File: src/rtl/seq_addsub_nibble.sv
// Sequential two's-complement adder/subtractor: one 4-bit carry-lookahead
// slice evaluated per clock, LSB nibble first, carry chained through a register.
module seq_addsub_nibble #(
   parameter int WIDTH = 16
) (
   input  logic             clk,
   input  logic             rst,
   input  logic             start,
   input  logic             sub,
   input  logic [WIDTH-1:0] a,
   input  logic [WIDTH-1:0] b,
   output logic             busy,
   output logic             done,
   output logic [WIDTH-1:0] s,
   output logic             cout,
   output logic             ovf,
   output logic             zero
);

   localparam int NIB = WIDTH / 4;
   localparam int IW  = (NIB > 1) ? $clog2(NIB) : 1;
   localparam logic [IW-1:0] LAST = IW'(NIB - 1);

   typedef enum logic [1:0] {IDLE, RUN, DONE} state_t;

   state_t           state;
   logic [WIDTH-1:0] a_r;
   logic [WIDTH-1:0] b_r;
   logic [WIDTH-1:0] acc;
   logic             carry;
   logic [IW-1:0]    idx;

   logic [IW+1:0]    base;
   logic [3:0]       sa, sb, p, g, c, sum;
   logic             pout, gout, grp_cout;
   logic [WIDTH-1:0] acc_next;

   assign base = {idx, 2'b00};
   assign sa   = a_r[base +: 4];
   assign sb   = b_r[base +: 4];

   // Lookahead slice: every internal carry is a flat sum of products of p/g and carry.
   // NOTE: acc_next gets a full default before the partial nibble write, so no latch is inferred.
   always_comb begin
      p        = sa ^ sb;
      g        = sa & sb;
      c[0]     = carry;
      c[1]     = g[0] | (p[0] & carry);
      c[2]     = g[1] | (p[1] & g[0]) | (p[1] & p[0] & carry);
      c[3]     = g[2] | (p[2] & g[1]) | (p[2] & p[1] & g[0]) | (p[2] & p[1] & p[0] & carry);
      pout     = &p;
      gout     = g[3] | (p[3] & g[2]) | (p[3] & p[2] & g[1]) | (p[3] & p[2] & p[1] & g[0]);
      grp_cout = gout | (pout & carry);
      sum      = p ^ c;
      acc_next = acc;
      acc_next[base +: 4] = sum;
   end

   // NOTE: all state here is updated with non-blocking assignments so every register samples pre-edge values.
   always_ff @(posedge clk) begin
      if (rst) begin
         state <= IDLE;
         a_r   <= '0;
         b_r   <= '0;
         acc   <= '0;
         carry <= 1'b0;
         idx   <= '0;
         busy  <= 1'b0;
         done  <= 1'b0;
         s     <= '0;
         cout  <= 1'b0;
         ovf   <= 1'b0;
         zero  <= 1'b0;
      end else begin
         case (state)
            IDLE: begin
               if (start) begin
                  a_r   <= a;
                  b_r   <= sub ? ~b : b;
                  carry <= sub;
                  idx   <= '0;
                  busy  <= 1'b1;
                  state <= RUN;
               end
            end
            RUN: begin
               acc   <= acc_next;
               carry <= grp_cout;
               idx   <= idx + 1'b1;
               if (idx == LAST) begin
                  // Carry into the MSB is c[3] of the top slice; ovf compares it with the carry out.
                  s     <= acc_next;
                  cout  <= grp_cout;
                  ovf   <= c[3] ^ grp_cout;
                  zero  <= (acc_next == '0);
                  done  <= 1'b1;
                  state <= DONE;
               end
            end
            DONE: begin
               done  <= 1'b0;
               busy  <= 1'b0;
               state <= IDLE;
            end
            default: state <= IDLE;
         endcase
      end
   end

endmodule

File: config.mk
export PLATFORM = sky130hd
export DESIGN_NAME = seq_addsub_nibble
export DESIGN_NICKNAME = d
export VERILOG_FILES = /design/src/rtl/seq_addsub_nibble.sv
export SDC_FILE = /design/constraint.sdc
export NUM_CORES = 1
export LEC_CHECK = 0
export BUFFER_PORTS_ARGS = -buffer_cell sky130_fd_sc_hd__buf_2
export CAP_MARGIN = 20
export CELL_PAD_IN_SITES_DETAIL_PLACEMENT = 1
export CELL_PAD_IN_SITES_GLOBAL_PLACEMENT = 2
export CORE_MARGIN = 5
export CORE_UTILIZATION = 34
export DETAILED_ROUTE_END_ITERATION = 8
export GPL_TIMING_DRIVEN = 0
export HOLD_SLACK_MARGIN = 0.12
export PLACE_DENSITY_LB_ADDON = 0.1
export SETUP_SLACK_MARGIN = 0.02
export SLEW_MARGIN = 20
export SYNTH_ARGS = -nofsm -noshare
export SYNTH_HDL_FRONTEND = slang
export SYNTH_SLANG_ARGS = --single-unit
File: constraint.sdc
create_clock -name clk -period 3.4 [get_ports clk]
set_input_delay 0.34 -clock clk [delete_from_list [all_inputs] [get_ports clk]]
set_output_delay 0.34 -clock clk [all_outputs]
set_load 0.01 [all_outputs]
After elaboration in Yosys (flattened, before gate mapping):

Cells that the tools add are included.

* bits in registers: 74
* input port bits: 36

* add/sub/neg operators: 2
* equal/unequal tests: 5
* shifts and indexed selects: 4
* mux-type cells: 13
* bitwise logic cells: 30
* reductions and logical operators: 12

Operators by type and width (number)
* indexed part select 16 x 5 -> 4 bit: 2
* bitwise mux 16 bit: 1
* logical NOT 16 bit: 1
* two-way mux 16 bit: 1
* NOT 16 bit: 1
* variable shift 4 x 6 -> 16 bit (first input constant): 1
* indexed part select 4 x 6 -> 16 bit: 1
* AND 1 bit: 15
* AND reduction 2 bit: 6
* OR 1 bit: 10
* case mux 2 bit (2 select lines): 2
* bitwise XOR 4 bit: 2
* two-way mux 2 bit: 3
* negator 4 -> 6 bit: 1
* case mux 1 bit (2 select lines): 3
* nonzero test 2 bit: 3
* AND 4 bit: 1
* == test 2 bit (second input constant): 2
* inequality test 2 bit (second input constant): 2
* AND reduction 4 bit: 1
* two-way mux 1 bit: 3
* adder 2 x 1 -> 2 bit (second input constant): 1
* == test 2 x 1 -> 1 bit (second input constant): 1
* logical NOT 2 bit: 1
* bitwise XOR 1 bit: 1

Logic depth before layout (Yosys ltp):

Gate-level depths: netlist of run 1.

* depth in word-level cells: 10
* gate-level depth with buffers: 8
* gate-level depth less buffers: 7

Worst setup path before layout of run 1:

No wires, ideal clock.

* path type: reg-to-reg
* from: register idx[0]
* to: register s[3]
* library setup time: 0.079 ns
* data arrival time: 2.640 ns
* required time: 3.321 ns
* slack: 0.681 ns
* stages on the path, launching flop included: 9
* clock period less this slack: 2.719 ns
* path through: dfxtp_1 -> buf_2 -> mux4_2 -> ha_1 -> a21oi_1 -> o21ai_1 -> xor2_1 -> a221oi_1 -> nor3_1

* cells in the longest elaborated chain, start to end: 9

RTL lines
* start: declaration: RTL line 31 `logic [IW-1:0] idx;`
* start signal: assignment: RTL line 89 `idx <= idx + 1'b1;`
* indexed part select 16 x 5 -> 4 bit (on tied branches): RTL line 39, 40
* bitwise XOR 4 bit / AND 4 bit (equally long branches): RTL line 45, 46
* AND 1 bit: RTL line 50 `c[3] = g[2] | (p[2] & g[1]) | (p[2] & p[1] & g[0]) | (p[2] & p[1] & p[0] & carry);`
* OR 1 bit / AND 1 bit (equally long branches) (2 in a row): RTL line 50
* OR 1 bit: RTL line 50
* bitwise XOR 4 bit: RTL line 54 `sum = p ^ c;`
* indexed part select 4 x 6 -> 16 bit: RTL line 56 `acc_next[base +: 4] = sum;`
* bitwise mux 16 bit: RTL line 56
* end signal: assignment: RTL line 92 `s <= acc_next;`
* end: declaration: RTL line 14 `output logic [WIDTH-1:0] s,`

Several ways; a longest one is shown, not always the timed one.
A chain may end at the register's enable or synchronous reset.

Worst setup path after layout of run 1:

* from: register idx[0]
* to: register s[9]

The elaborated chain is that of the path after synthesis.

==> report_table.html, run 1 <==
<table>
<tr><th>Metric</th><th>Value</th></tr>
<tr><th colspan="2">Drt</th></tr>
<tr><td>Count of TritonRoute iterations in the first routing pass</td><td>4</td></tr>
<tr><td>Total Wirelength</td><td>9.07 mm</td></tr>
<tr><td>DRC violations left</td><td>0</td></tr>
<tr><td>Count of routing violations after the opening detailed-route iteration</td><td>50</td></tr>
<tr><td>Via count</td><td>2911</td></tr>
<tr><td>Detail-routed net length per standard cell</td><td>15.7 um</td></tr>
<tr><td>Routed vias/inst</td><td>5.03</td></tr>
<tr><td>Number of nets still failing antenna checks after routing</td><td>0</td></tr>
<tr><th colspan="2">Pwr</th></tr>
<tr><td>Internal</td><td>1570 uW</td></tr>
<tr><td>Maximum VDD drop</td><td>0.198 mV</td></tr>
<tr><td>Switching Power</td><td>552 uW</td></tr>
<tr><td>Leak</td><td>0.00159 uW</td></tr>
<tr><td>Clock network fraction of total power</td><td>0.406</td></tr>
<tr><td>Gate power share</td><td>0.153</td></tr>
<tr><td>Pwr Density</td><td>519 nW/um^2</td></tr>
<tr><td>Net Sw Frac</td><td>0.260</td></tr>
<tr><td>Reg power frac</td><td>0.441</td></tr>
<tr><th colspan="2">Worst hold path</th></tr>
<tr><td>Hold crit path type</td><td>in2reg</td></tr>
<tr><th colspan="2">Yosys</th></tr>
<tr><td>Combinational family with the most area after synthesis</td><td>compound AO/OA/AOI/OAI gates</td></tr>
<tr><td>Asr flop ratio synth</td><td>0</td></tr>
<tr><td>Number of synthesized flops with an enable pin</td><td>0</td></tr>
<tr><td>Seq/Total Area, Yosys</td><td>0.441</td></tr>
<tr><td>Area of the mapped netlist</td><td>3360 sq um</td></tr>
<tr><td>Cells after synthesis</td><td>373</td></tr>
<tr><td>Ys flop type</td><td>dfxtp_1</td></tr>
<tr><td>Cell variety after synth</td><td>38</td></tr>
<tr><td>Post-synthesis compound-gate area fraction</td><td>0.195</td></tr>
<tr><td>Synth Register Bits</td><td>74</td></tr>
<tr><td>Post-Synth Adder-Cell Area</td><td>0.0469</td></tr>
<tr><td>Synthesized Nets</td><td>421</td></tr>
<tr><td>Yosys warnings</td><td>0</td></tr>
<tr><td>Multiplexer fraction of the synthesized cell area</td><td>0.0611</td></tr>
<tr><td>Simple logic cell fraction of the synthesized area</td><td>0.169</td></tr>
<tr><td>Xor/xnor cell area share of the yosys netlist</td><td>0.0495</td></tr>
<tr><td>Syn_area_per_cell</td><td>9.01 sq um</td></tr>
<tr><th colspan="2">Global route</th></tr>
<tr><td>Vias in the first global route</td><td>2920</td></tr>
<tr><td>First-pass GRT wire length</td><td>14.8 mm</td></tr>
<tr><td>Maximum number of pins on one net before global-route repair</td><td>13</td></tr>
<tr><td>Total Routing Usage GR</td><td>0.161</td></tr>
<tr><td>Initial antenna violation count</td><td>0</td></tr>
<tr><td>Sum of overflow across all layers after global routing</td><td>0</td></tr>
<tr><th colspan="2">STA</th></tr>
<tr><td>Max Fclk</td><td>318 MHz</td></tr>
<tr><td>Final hold violation count</td><td>0</td></tr>
<tr><td>Final Max Tran Viols</td><td>0</td></tr>
<tr><td>Minimum period implied by the final worst setup slack</td><td>3150 ps</td></tr>
<tr><td>Final Skew</td><td>10.2 ps</td></tr>
<tr><td>Max-slew headroom at the worst pin</td><td>0.344</td></tr>
<tr><td>RSZ-0062 raised after global routing</td><td>no</td></tr>
<tr><td>Actual transition at the worst max-transition pin</td><td>970 ps</td></tr>
<tr><td>Final Cycle Share</td><td>0.925</td></tr>
<tr><td>Setup violations, final</td><td>0</td></tr>
<tr><th colspan="2">Placed design</th></tr>
<tr><td>Total of buffers placed on input and output ports</td><td>55</td></tr>
<tr><td>Placed Instances</td><td>561</td></tr>
<tr><td>Weighted congestion at the end of routability-driven global placement</td><td>0.806</td></tr>
<tr><td>Sum of net half-perimeters after detailed placement</td><td>6.86 mm</td></tr>
<tr><th colspan="2">Clock network</th></tr>
<tr><td>TritonCTS sink count</td><td>74</td></tr>
<tr><td>Insertion delay to the later sink of the worst-skew pair</td><td>350 ps</td></tr>
<tr><td>CTS buffer count</td><td>9</td></tr>
<tr><td>Count of H-tree levels built during CTS</td><td>3</td></tr>
<tr><td>Maximum count of clock buffers along a single path</td><td>2</td></tr>
<tr><td>TritonCTS clock tree</td><td>built</td></tr>
<tr><td>CTS Root Cell</td><td>clkbuf_8</td></tr>
<tr><td>Worst-path clk slew</td><td>80 ps</td></tr>
<tr><th colspan="2">Cells and area</th></tr>
<tr><td>Count of placed standard cells in the final layout, fillers left out</td><td>579</td></tr>
<tr><td>Layout area overhead</td><td>21.6%</td></tr>
<tr><td>Fill cell total of the finished layout</td><td>1176</td></tr>
<tr><td>Fraction of layout instances using a drive strength above 1</td><td>0.197</td></tr>
<tr><td>Final core occ</td><td>0.420</td></tr>
<tr><td>Ant diodes</td><td>0</td></tr>
<tr><td>Final Net Count</td><td>489</td></tr>
<tr><th colspan="2">Setup path</th></tr>
<tr><td>Largest fanout on the critical path</td><td>10</td></tr>
<tr><td>Critical path buffers and inverters</td><td>1</td></tr>
<tr><td>Classification of the worst setup path</td><td>reg2reg</td></tr>
<tr><td>Startpoint type of the worst setup path</td><td>flop</td></tr>
<tr><td>Arrival time at the worst endpoint</td><td>3420 ps</td></tr>
<tr><td>Delay of the slowest cell on the worst path</td><td>630 ps</td></tr>
<tr><td>Element type at the critical path end</td><td>flop</td></tr>
<tr><td>Critical-path cell with the highest stage delay</td><td>mux4_2</td></tr>
<tr><td>Crit-path cells</td><td>buf_2 &gt; mux4_2 &gt; fa_1 &gt; xor2_1 &gt; and2_1 &gt; a21oi_1 &gt; a211oi_1</td></tr>
<tr><td>Category of cells accounting for the largest share of critical-path delay</td><td>multiplexers</td></tr>
<tr><td>Worst endpoint required time</td><td>3670 ps</td></tr>
<tr><th colspan="2">Floorplanning</th></tr>
<tr><td>Starting Density</td><td>0.345</td></tr>
<tr><td>I/O pin total</td><td>57</td></tr>
<tr><td>Die width</td><td>109 um</td></tr>
<tr><td>Cell row count</td><td>36</td></tr>
<tr><td>Vert. Die Dim</td><td>109 um</td></tr>
<tr><td>Die Outline Area</td><td>12000 sq um</td></tr>
<tr><td>Core area</td><td>9730 sq um</td></tr>
<tr><th colspan="2">Run status</th></tr>
<tr><td>Status</td><td>finished, final reports clean</td></tr>
<tr><th colspan="2">Run</th></tr>
<tr><td>Count of maximum capacitance violations</td><td>0</td></tr>
</table>
sequential cells by signal, summed over array words and instances (netlist names):
register and cells:
state 2, s 16, done 1, ovf 1, cout 1, acc 16
a_r 16, zero 1, b_r 16, carry 1, idx 2, busy 1
worst paths after layout:
path	from	end	slack, ps	cells after the start
worst max-delay path	idx[0]$_SDFFE_PP0P_	s[9]$_SDFFE_PP0P_	250	7
worst min-delay path	a[5]	a_r[5]$_SDFFE_PP0P_	220	3
worst max register to register	idx[0]$_SDFFE_PP0P_	s[9]$_SDFFE_PP0P_	250	7
worst min register to register	a_r[11]$_SDFFE_PP0P_	a_r[11]$_SDFFE_PP0P_	460	2
stage by stage:
stage,total power [uW],setup WS [ps],area [sq um],setup TNS (ps),hold WS [ps]
finish,2120,254,4090,0,224
global route,2230,48.4,4090,0,216
CTS,2140,136,4060,0,212
detailed placement,1270,-21.0,3800,-21.0,448
global placement,1260,66.6,3800,0,443
floorplan,1170,681,3360,0,433
power by group through the flow:
| stage | Combinational, uW | Clock (uW) | Sequential [uW] |
|---|---|---|---|
| final | 324 | 861 | 936 |
| after detailed placement | 316 | 0 | 957 |
| after global routing | 362 | 925 | 941 |
| after global placement | 310 | 0 | 955 |
| after floorplan | 218 | 0 | 949 |
| after CTS | 320 | 881 | 936 |
layout make-up:
cell class / instances / area [sq um] / share of cell area
Buffer: 25 / 97.6 / 0.0239
Clock buffer: 12 / 155 / 0.0380
Clock inverter: 4 / 97.6 / 0.0239
Inverter: 8 / 30.0 / 0.00735
Multi-Input combinational cell: 266 / 1770 / 0.432
Sequential cell: 74 / 1480 / 0.363
Tap cell: 133 / 166 / 0.0407
Timing Repair Buffer: 57 / 290 / 0.0711
routing by layer:
| metal | share of wire | routed length [um] | GRT usage |
|---|---|---|---|
| met1 | 0.45 | 4100 | 0.195 |
| met2 | 0.50 | 4570 | 0.286 |
| met5 | 0 | 0 | 0 |
| met3 | 0.035 | 316 | 0.0352 |
| met4 | 0.0096 | 87 | 0.0454 |
cells in the mapped netlist, types with 4 or more instances:
| cell | number | area, sq um |
|---|---|---|
| dfxtp_1 | 74 | 1480 |
| nor2_1 | 58 | 218 |
| nand2_1 | 42 | 158 |
| a211oi_1 | 32 | 240 |
| a21oi_1 | 28 | 140 |
| clkbuf_1 | 19 | 71.3 |
| xnor2_1 | 17 | 149 |
| a22oi_1 | 15 | 113 |
| ha_1 | 11 | 138 |
| nor3_1 | 11 | 55.1 |
| a221oi_1 | 9 | 78.8 |
| inv_1 | 8 | 30.0 |
| mux4_2 | 8 | 180 |
| and2_1 | 4 | 25.0 |
| nor4_1 | 4 | 25.0 |
cells by family (layout without fill, tap and decap cells):
| family | after synthesis | after routing |
|---|---|---|
| AND/OR/NAND/NOR | 131 | 131 |
| AO/OA/AOI/OAI | 94 | 94 |
| flip-flops | 74 | 74 |
| buffers and inverters | 33 | 106 |
| XOR/XNOR | 19 | 19 |
| adder cells (fa/ha/maj) | 12 | 12 |
| multiplexers | 10 | 10 |
worst min-delay path, delay by kind of cell:
family | cells | cell delay, ps
buffers and inverters | 1 | 100
AND/OR/NAND/NOR | 1 | 50
AO/OA/AOI/OAI | 1 | 50
layout by cell type (no fill, tap or decap), drive strengths merged, types with 2 or more instances in the layout:
cell type / instances
clkbuf: 31
bufinv: 3
a21oi: 28
o21ai: 3
and2: 4
nand2b: 3
inv: 8
xnor2: 17
xor2: 2
nor4: 4
a22oi: 15
mux4: 8
a221oi: 9
buf: 63
a32oi: 2
ha: 11
nand2: 42
nor3: 11
nand3b: 2
nor2: 58
a211oi: 32
nor2b: 2
dfxtp: 74
what timing repair did:
item | in CTS | in global routing
endpoints found under the setup margin | 1 | 7
setup buffers | 0 | 2
gates resized for setup | 1 | 1
pin swaps | 0 | 1
hold buffers | 0 | 0
(Power assumes the default switching activity.)
==> inputs of run 2 (changes only) <==
- CORE_UTILIZATION: 34 -> 35
- CTS_BUF_LIST: not set -> sky130_fd_sc_hd__clkbuf_4 sky130_fd_sc_hd__clkbuf_8
==> run 2 against run 1 <==
Against the previous run: clock skew rose by 2.4 ps; sequential cell count did not move; sequential share of layout area rose by 0.52 points; register-to-register slack barely moved; clock-buffer cell count did not move; via count fell by 0.21%; total power fell by 7.3%; critical endpoint is now s[11]$_SDFFE_PP0P_; hold slack improved by 2.9 ps; global-route usage rose by 0.60 points.
==> report_table.html, run 2 (synthesized netlist as in run 1, its figures left out) <==
<table>
<tr><th>Metric</th><th>Value</th></tr>
<tr><th colspan="2">Run status</th></tr>
<tr><td>Status</td><td>finished, final reports clean</td></tr>
<tr><th colspan="2">Setup path</th></tr>
<tr><td>Category of cells accounting for the largest share of critical-path delay</td><td>compound AO/OA/AOI/OAI gates</td></tr>
<tr><td>Classification of the worst setup path</td><td>reg2reg</td></tr>
<tr><td>Crit-path cells</td><td>buf_2 &gt; mux4_2 &gt; ha_1 &gt; a21oi_1 &gt; o21ai_1 &gt; xor2_4 &gt; a221oi_1 &gt; nor3_1</td></tr>
<tr><td>Largest fanout on the critical path</td><td>10 (unchanged)</td></tr>
<tr><td>Critical path buffers and inverters</td><td>1 (unchanged)</td></tr>
<tr><td>Element type at the critical path end</td><td>flop</td></tr>
<tr><td>Critical-path cell with the highest stage delay</td><td>mux4_2</td></tr>
<tr><td>Worst endpoint required time</td><td>3610 ps (-60 ps)</td></tr>
<tr><td>Arrival time at the worst endpoint</td><td>3360 ps (-60 ps)</td></tr>
<tr><td>Delay of the slowest cell on the worst path</td><td>640 ps (about the same)</td></tr>
<tr><td>Startpoint type of the worst setup path</td><td>flop</td></tr>
<tr><th colspan="2">STA</th></tr>
<tr><td>Final Skew</td><td>12.6 ps (+2.40 ps)</td></tr>
<tr><td>Max-slew headroom at the worst pin</td><td>0.366 (+0.0214)</td></tr>
<tr><td>Max Fclk</td><td>317 MHz (-0.21%)</td></tr>
<tr><td>Actual transition at the worst max-transition pin</td><td>938 ps (-31.7 ps)</td></tr>
<tr><td>Final Max Tran Viols</td><td>0 (unchanged)</td></tr>
<tr><td>Setup TNS</td><td>0 ps (unchanged)</td></tr>
<tr><td>Final Cycle Share</td><td>0.927 (+0.00198)</td></tr>
<tr><td>Minimum period implied by the final worst setup slack</td><td>3150 ps (+6.74 ps)</td></tr>
<tr><td>WHS</td><td>227 ps (+2.85 ps)</td></tr>
<tr><td>Setup violations, final</td><td>0 (unchanged)</td></tr>
<tr><td>Final hold violation count</td><td>0 (unchanged)</td></tr>
<tr><td>RSZ-0062 raised after global routing</td><td>no</td></tr>
<tr><th colspan="2">Floorplanning</th></tr>
<tr><td>Core area</td><td>9280 sq um (-4.6%)</td></tr>
<tr><td>Starting Density</td><td>0.362 (+0.0166)</td></tr>
<tr><td>Die width</td><td>108 um (-1.3%)</td></tr>
<tr><td>Cell row count</td><td>35 (-2.8%)</td></tr>
<tr><td>I/O pin total</td><td>57 (unchanged)</td></tr>
<tr><td>Vert. Die Dim</td><td>108 um (-1.3%)</td></tr>
<tr><td>Die Outline Area</td><td>11700 sq um (-2.6%)</td></tr>
<tr><th colspan="2">Clock network</th></tr>
<tr><td>TritonCTS clock tree</td><td>built</td></tr>
<tr><td>TritonCTS sink count</td><td>74 (unchanged)</td></tr>
<tr><td>CTS buffer count</td><td>9 (unchanged)</td></tr>
<tr><td>CTS Root Cell</td><td>clkbuf_8</td></tr>
<tr><td>Worst-path clk slew</td><td>80 ps (about the same)</td></tr>
<tr><td>Setup fix buffers added after clock tree synthesis</td><td>0 (unchanged)</td></tr>
<tr><td>Maximum count of clock buffers along a single path</td><td>2 (unchanged)</td></tr>
<tr><td>Insertion delay to the later sink of the worst-skew pair</td><td>340 ps (about the same)</td></tr>
<tr><td>Count of H-tree levels built during CTS</td><td>3 (unchanged)</td></tr>
<tr><th colspan="2">Cells and area</th></tr>
<tr><td>Count of placed standard cells in the final layout, fillers left out</td><td>573 (-1.0%)</td></tr>
<tr><td>Fraction of layout instances using a drive strength above 1</td><td>0.196 (-0.00136)</td></tr>
<tr><td>Ant diodes</td><td>0 (unchanged)</td></tr>
<tr><td>Final core occ</td><td>0.434 (+0.0139)</td></tr>
<tr><td>Final Net Count</td><td>487 (-0.41%)</td></tr>
<tr><td>Layout area overhead</td><td>19.8%</td></tr>
<tr><td>Commonest non-fill, non-tap cell in the layout</td><td>dfxtp_1</td></tr>
<tr><td>Most frequent cells in the layout</td><td>dfxtp_1, buf_2, nor2_1</td></tr>
<tr><th colspan="2">Drt</th></tr>
<tr><td>Via count</td><td>2905 (-0.21%)</td></tr>
<tr><td>Routed vias/inst</td><td>5.07 (+0.84%)</td></tr>
<tr><td>Count of routing violations after the opening detailed-route iteration</td><td>60 (+20%)</td></tr>
<tr><td>Count of TritonRoute iterations in the first routing pass</td><td>4 (unchanged)</td></tr>
<tr><td>Total Wirelength</td><td>9.18 mm (+1.2%)</td></tr>
<tr><td>Number of nets still failing antenna checks after routing</td><td>0 (unchanged)</td></tr>
<tr><td>Detail-routed net length per standard cell</td><td>16.0 um (+2.3%)</td></tr>
<tr><td>DRC violations left</td><td>0 (unchanged)</td></tr>
<tr><th colspan="2">Global route</th></tr>
<tr><td>Initial antenna violation count</td><td>0 (unchanged)</td></tr>
<tr><td>Total Routing Usage GR</td><td>0.167 (+0.00598)</td></tr>
<tr><td>First-pass GRT wire length</td><td>15.2 mm (+3.2%)</td></tr>
<tr><td>Maximum number of pins on one net before global-route repair</td><td>13 (unchanged)</td></tr>
<tr><td>Sum of overflow across all layers after global routing</td><td>0 (unchanged)</td></tr>
<tr><td>Vias in the first global route</td><td>3030 (+3.8%)</td></tr>
<tr><th colspan="2">Pwr</th></tr>
<tr><td>Leak</td><td>0.00156 uW (-1.8%)</td></tr>
<tr><td>Maximum VDD drop</td><td>0.210 mV (+5.7%)</td></tr>
<tr><td>Pwr Density</td><td>488 nW/um^2 (-6.0%)</td></tr>
<tr><th colspan="2">Run</th></tr>
<tr><td>Count of maximum capacitance violations</td><td>0 (unchanged)</td></tr>
<tr><th colspan="2">Placed design</th></tr>
<tr><td>Total of buffers placed on input and output ports</td><td>55 (unchanged)</td></tr>
<tr><td>Placed Instances</td><td>557 (-0.71%)</td></tr>
<tr><td>Weighted congestion at the end of routability-driven global placement</td><td>0.842 (+4.5%)</td></tr>
<tr><td>Sum of net half-perimeters after detailed placement</td><td>6.80 mm (-0.97%)</td></tr>
<tr><th colspan="2">Worst hold path</th></tr>
<tr><td>Hold crit path type</td><td>in2reg</td></tr>
</table>
-- run 2: layout make-up --
type / count / area [sq um]
Clock buffer: 12 / 153
Buffer: 25 / 97.6
Inverter: 8 / 30.0
Sequential cell: 74 / 1480
Multi-Input combinational cell: 266 / 1780
Clock inverter: 4 / 51.3
Timing Repair Buffer: 55 / 275
Tap cell: 129 / 161
Fill cell: 1132 / 5260
-- run 2: path summary, 6_finish.rpt --
| kind | start | to | slack [ps] | depth (start not counted) |
|---|---|---|---|---|
| worst max-delay path | idx[0]$_SDFFE_PP0P_ | s[11]$_SDFFE_PP0P_ | 250 | 8 |
| worst min-delay path | a[5] | a_r[5]$_SDFFE_PP0P_ | 230 | 3 |
| worst max register to register | idx[0]$_SDFFE_PP0P_ | s[11]$_SDFFE_PP0P_ | 250 | 8 |
| worst min register to register | a_r[9]$_SDFFE_PP0P_ | a_r[9]$_SDFFE_PP0P_ | 460 | 2 |
-- run 2: report_power, final --
group	total, uW	internal [uW]	switching, uW	leakage, uW
Clock	708	376	332	0.000103
Sequential	936	909	26.8	0.000605
Combinational	322	127	195	0.000851
-- run 2: routing by layer --
metal  GRT usage  vias up  wire length, um
li1            -     1459                -
met1       0.196     1396             3950
met2       0.307       41             4830
met3      0.0418        9              314
met4      0.0352        0               89
met5           0        -                0
-- run 2: per-stage QoR --
stage	area (sq um)	setup WS, ps	power, uW
after floorplan	3360	681	1170
after global placement	3800	42.4	1260
after detailed placement	3800	-13.0	1270
after CTS	4010	68.5	1990
after global routing	4030	58.4	2060
final	4030	247	1970
-- run 2: timing repair --
action	CTS	global route
resized for setup	1	2
setup endpoints to repair	2	8
pin swaps	0	0
hold endpoints to repair	0	0
hold buffers	0	0
-- run 2: worst register-to-register path: stages (launching register included) --
cell	delay (ps)
dfxtp_1	480
buf_2	400
mux4_2	640
ha_1	330
a21oi_1	70
o21ai_1	440
xor2_4	230
a221oi_1	340
nor3_1	90
==> inputs of run 3 (changes only) <==
- PLACE_DENSITY: not set -> 0.89
- PLACE_DENSITY_LB_ADDON: 0.1 -> not set
==> run 3 against run 2 <==
Against the previous run: non-clock buffer count did not move; first-iteration DRC count grew 10%; global-route usage fell by 0.59 points; setup slack improved by 63 ps; maximum frequency grew 2.0%; combinational power shrank 3%; hold slack lost 11 ps; sequential cell count stayed put; sequential share of layout area rose by 0.29 points; clock skew decreased by 1.9 ps; core utilization fell by 0.34 points; cell area is 0.78% lower; critical endpoint is now s[7]$_SDFFE_PP0P_; largest power group unchanged; highest routed layer unchanged.
==> report_table.html, run 3 (synthesized netlist as in run 1, its figures left out) <==
<table>
<tr><th>Metric</th><th>Value</th></tr>
<tr><th colspan="2">Cells and area</th></tr>
<tr><td>Fraction of layout instances using a drive strength above 1</td><td>0.196 (unchanged)</td></tr>
<tr><td>Layout area overhead</td><td>18.9%</td></tr>
<tr><td>Ant diodes</td><td>0 (unchanged)</td></tr>
<tr><td>Final core occ</td><td>0.430 (-0.00337)</td></tr>
<tr><td>Fill cell total of the finished layout</td><td>1112 (-1.8%)</td></tr>
<tr><td>Most frequent cells in the layout</td><td>dfxtp_1, buf_2, nor2_1</td></tr>
<tr><td>Final Net Count</td><td>487 (unchanged)</td></tr>
<tr><td>Commonest non-fill, non-tap cell in the layout</td><td>dfxtp_1</td></tr>
<tr><th colspan="2">STA</th></tr>
<tr><td>RSZ-0062 raised after global routing</td><td>no</td></tr>
<tr><td>WHS</td><td>216 ps (-11.2 ps)</td></tr>
<tr><td>Final Max Tran Viols</td><td>0 (unchanged)</td></tr>
<tr><td>Max-slew headroom at the worst pin</td><td>0.330 (-0.0362)</td></tr>
<tr><td>Setup violations, final</td><td>0 (unchanged)</td></tr>
<tr><td>Final Skew</td><td>10.7 ps (-1.92 ps)</td></tr>
<tr><td>Final Cycle Share</td><td>0.909 (-0.0185)</td></tr>
<tr><td>Worst setup margin</td><td>310 ps (+63.0 ps)</td></tr>
<tr><td>Actual transition at the worst max-transition pin</td><td>992 ps (+53.5 ps)</td></tr>
<tr><td>Minimum period implied by the final worst setup slack</td><td>3090 ps (-63.0 ps)</td></tr>
<tr><td>Setup TNS</td><td>0 ps (unchanged)</td></tr>
<tr><td>Final hold violation count</td><td>0 (unchanged)</td></tr>
<tr><td>Max Fclk</td><td>324 MHz (+2.0%)</td></tr>
<tr><th colspan="2">Setup path</th></tr>
<tr><td>Classification of the worst setup path</td><td>reg2reg</td></tr>
<tr><td>Crit-path cells</td><td>buf_2 &gt; mux4_2 &gt; ha_1 &gt; a21oi_1 &gt; o21ai_1 &gt; xor2_2 &gt; a221oi_1 &gt; nor3_1</td></tr>
<tr><td>Depth of the worst register-to-register path</td><td>8 (unchanged)</td></tr>
<tr><td>Category of cells accounting for the largest share of critical-path delay</td><td>multiplexers</td></tr>
<tr><td>Startpoint type of the worst setup path</td><td>flop</td></tr>
<tr><td>Largest fanout on the critical path</td><td>10 (unchanged)</td></tr>
<tr><td>Critical path buffers and inverters</td><td>1 (unchanged)</td></tr>
<tr><td>Crit path depth</td><td>8 (unchanged)</td></tr>
<tr><td>Arrival time at the worst endpoint</td><td>3360 ps (about the same)</td></tr>
<tr><td>Worst endpoint required time</td><td>3670 ps (+60 ps)</td></tr>
<tr><td>Critical-path cell with the highest stage delay</td><td>mux4_2</td></tr>
<tr><td>Element type at the critical path end</td><td>flop</td></tr>
<tr><td>Delay of the slowest cell on the worst path</td><td>620 ps (-20 ps)</td></tr>
<tr><th colspan="2">Pwr</th></tr>
<tr><td>Pwr Density</td><td>474 nW/um^2 (-3.0%)</td></tr>
<tr><td>Maximum VDD drop</td><td>0.196 mV (-6.6%)</td></tr>
<tr><td>Leak</td><td>0.00154 uW (-1.5%)</td></tr>
<tr><td>Total design power</td><td>1890 uW (-3.7%)</td></tr>
<tr><th colspan="2">Global route</th></tr>
<tr><td>Sum of overflow across all layers after global routing</td><td>0 (unchanged)</td></tr>
<tr><td>Total Routing Usage GR</td><td>0.161 (-0.00588)</td></tr>
<tr><td>Initial antenna violation count</td><td>0 (unchanged)</td></tr>
<tr><td>Vias in the first global route</td><td>3100 (+2.3%)</td></tr>
<tr><td>Maximum number of pins on one net before global-route repair</td><td>14 (+1)</td></tr>
<tr><td>First-pass GRT wire length</td><td>14.9 mm (-1.9%)</td></tr>
<tr><th colspan="2">Drt</th></tr>
<tr><td>Count of TritonRoute iterations in the first routing pass</td><td>4 (unchanged)</td></tr>
<tr><td>Number of nets still failing antenna checks after routing</td><td>0 (unchanged)</td></tr>
<tr><td>Total Wirelength</td><td>8.71 mm (-5.1%)</td></tr>
<tr><td>Via count</td><td>2914 (+0.31%)</td></tr>
<tr><td>Met3 routed WL</td><td>316 um (+0.64%)</td></tr>
<tr><td>Detail-routed net length per standard cell</td><td>15.2 um (-5.1%)</td></tr>
<tr><td>Routed vias/inst</td><td>5.09 (+0.31%)</td></tr>
<tr><td>Wire length the detailed router placed on met1</td><td>3.91 mm (-0.91%)</td></tr>
<tr><td>Met2 WL</td><td>4.40 mm (-8.9%)</td></tr>
<tr><td>DRC violations left</td><td>0 (unchanged)</td></tr>
<tr><td>Count of routing violations after the opening detailed-route iteration</td><td>66 (+10%)</td></tr>
<tr><td>Top routing layer in use</td><td>met4</td></tr>
<tr><th colspan="2">Clock network</th></tr>
<tr><td>TritonCTS clock tree</td><td>built</td></tr>
<tr><td>CTS buffer count</td><td>9 (unchanged)</td></tr>
<tr><td>Insertion delay to the later sink of the worst-skew pair</td><td>350 ps (about the same)</td></tr>
<tr><td>Maximum count of clock buffers along a single path</td><td>2 (unchanged)</td></tr>
<tr><td>Worst-path clk slew</td><td>90 ps (about the same)</td></tr>
<tr><td>Count of H-tree levels built during CTS</td><td>3 (unchanged)</td></tr>
<tr><td>TritonCTS sink count</td><td>74 (unchanged)</td></tr>
<tr><td>Setup fix buffers added after clock tree synthesis</td><td>0 (unchanged)</td></tr>
<tr><td>CTS Root Cell</td><td>clkbuf_8</td></tr>
<tr><th colspan="2">Placed design</th></tr>
<tr><td>Sum of net half-perimeters after detailed placement</td><td>6.72 mm (-1.2%)</td></tr>
<tr><td>Weighted congestion at the end of routability-driven global placement</td><td>0.814 (-3.4%)</td></tr>
<tr><td>Worst-case setup slack after placement</td><td>84.5 ps (+97.4 ps)</td></tr>
<tr><td>Total of buffers placed on input and output ports</td><td>55 (unchanged)</td></tr>
<tr><th colspan="2">Floorplanning</th></tr>
<tr><td>I/O pin total</td><td>57 (unchanged)</td></tr>
<tr><td>Vert. Die Dim</td><td>108 um (unchanged)</td></tr>
<tr><td>Die width</td><td>108 um (unchanged)</td></tr>
<tr><td>Die Outline Area</td><td>11700 sq um (unchanged)</td></tr>
<tr><td>Cell row count</td><td>35 (unchanged)</td></tr>
<tr><td>Core area</td><td>9280 sq um (unchanged)</td></tr>
<tr><td>Starting Density</td><td>0.362 (unchanged)</td></tr>
<tr><th colspan="2">Worst hold path</th></tr>
<tr><td>Hold crit path type</td><td>in2reg</td></tr>
<tr><td>Number of cells on the worst hold path</td><td>3 (unchanged)</td></tr>
<tr><th colspan="2">Run status</th></tr>
<tr><td>Status</td><td>finished, final reports clean</td></tr>
<tr><th colspan="2">Run</th></tr>
<tr><td>Count of maximum capacitance violations</td><td>0 (unchanged)</td></tr>
</table>
## run 3: cell count changes in the layout (fill, tap and decap cells not counted), sizes merged
cell | previous run | this run
inv | 8 | 9
clkinv | 2 | 0
clkbuf | 31 | 30
clkinvlp | 1 | 4
bufinv | 1 | 0
## run 3: final timing paths
kind                        start                   end  slack (ps)
min reg2reg  a_r[11]$_SDFFE_PP0P_  a_r[11]$_SDFFE_PP0P_         460
min                         a[10]  a_r[10]$_SDFFE_PP0P_         220
max           idx[0]$_SDFFE_PP0P_     s[7]$_SDFFE_PP0P_         310
max reg2reg   idx[0]$_SDFFE_PP0P_     s[7]$_SDFFE_PP0P_         310
## run 3: final cells by class
class / count / area (sq um) / share of cell area
Multi-Input combinational cell: 266 / 1770 / 0.442
Sequential cell: 74 / 1480 / 0.371
Timing Repair Buffer: 55 / 275 / 0.0689
Tap cell: 129 / 161 / 0.0404
Clock buffer: 11 / 145 / 0.0363
Buffer: 25 / 97.6 / 0.0244
Clock inverter: 5 / 38.8 / 0.00971
Inverter: 8 / 30.0 / 0.00751
## run 3: timing repair
action | in CTS | in global routing
hold buffers | 0 | 0
hold endpoints to repair | 0 | 0
endpoints found under the setup margin | 0 | 9
gates resized for setup | 0 | 2
## run 3: where the power goes
part	switching, uW	internal [uW]
Clock	348	296
Sequential	26.2	909
Combinational	189	125
## run 3: stage by stage
stage	std cells	area, sq um
final	573	4000
after floorplan	373	3360
after global routing	573	4000
after CTS	573	3980
after detailed placement	557	3800
after global placement	557	3800
## run 3: per-layer routing
metal	track usage	vias up
met5	0	-
met4	0.0334	0
met3	0.0418	10
met2	0.297	55
met1	0.188	1387
li1	-	1462
## run 3: worst min-delay path, stage by stage
cell	delay (ps)
buf_2	100
nand2_1	50
a21oi_1	50
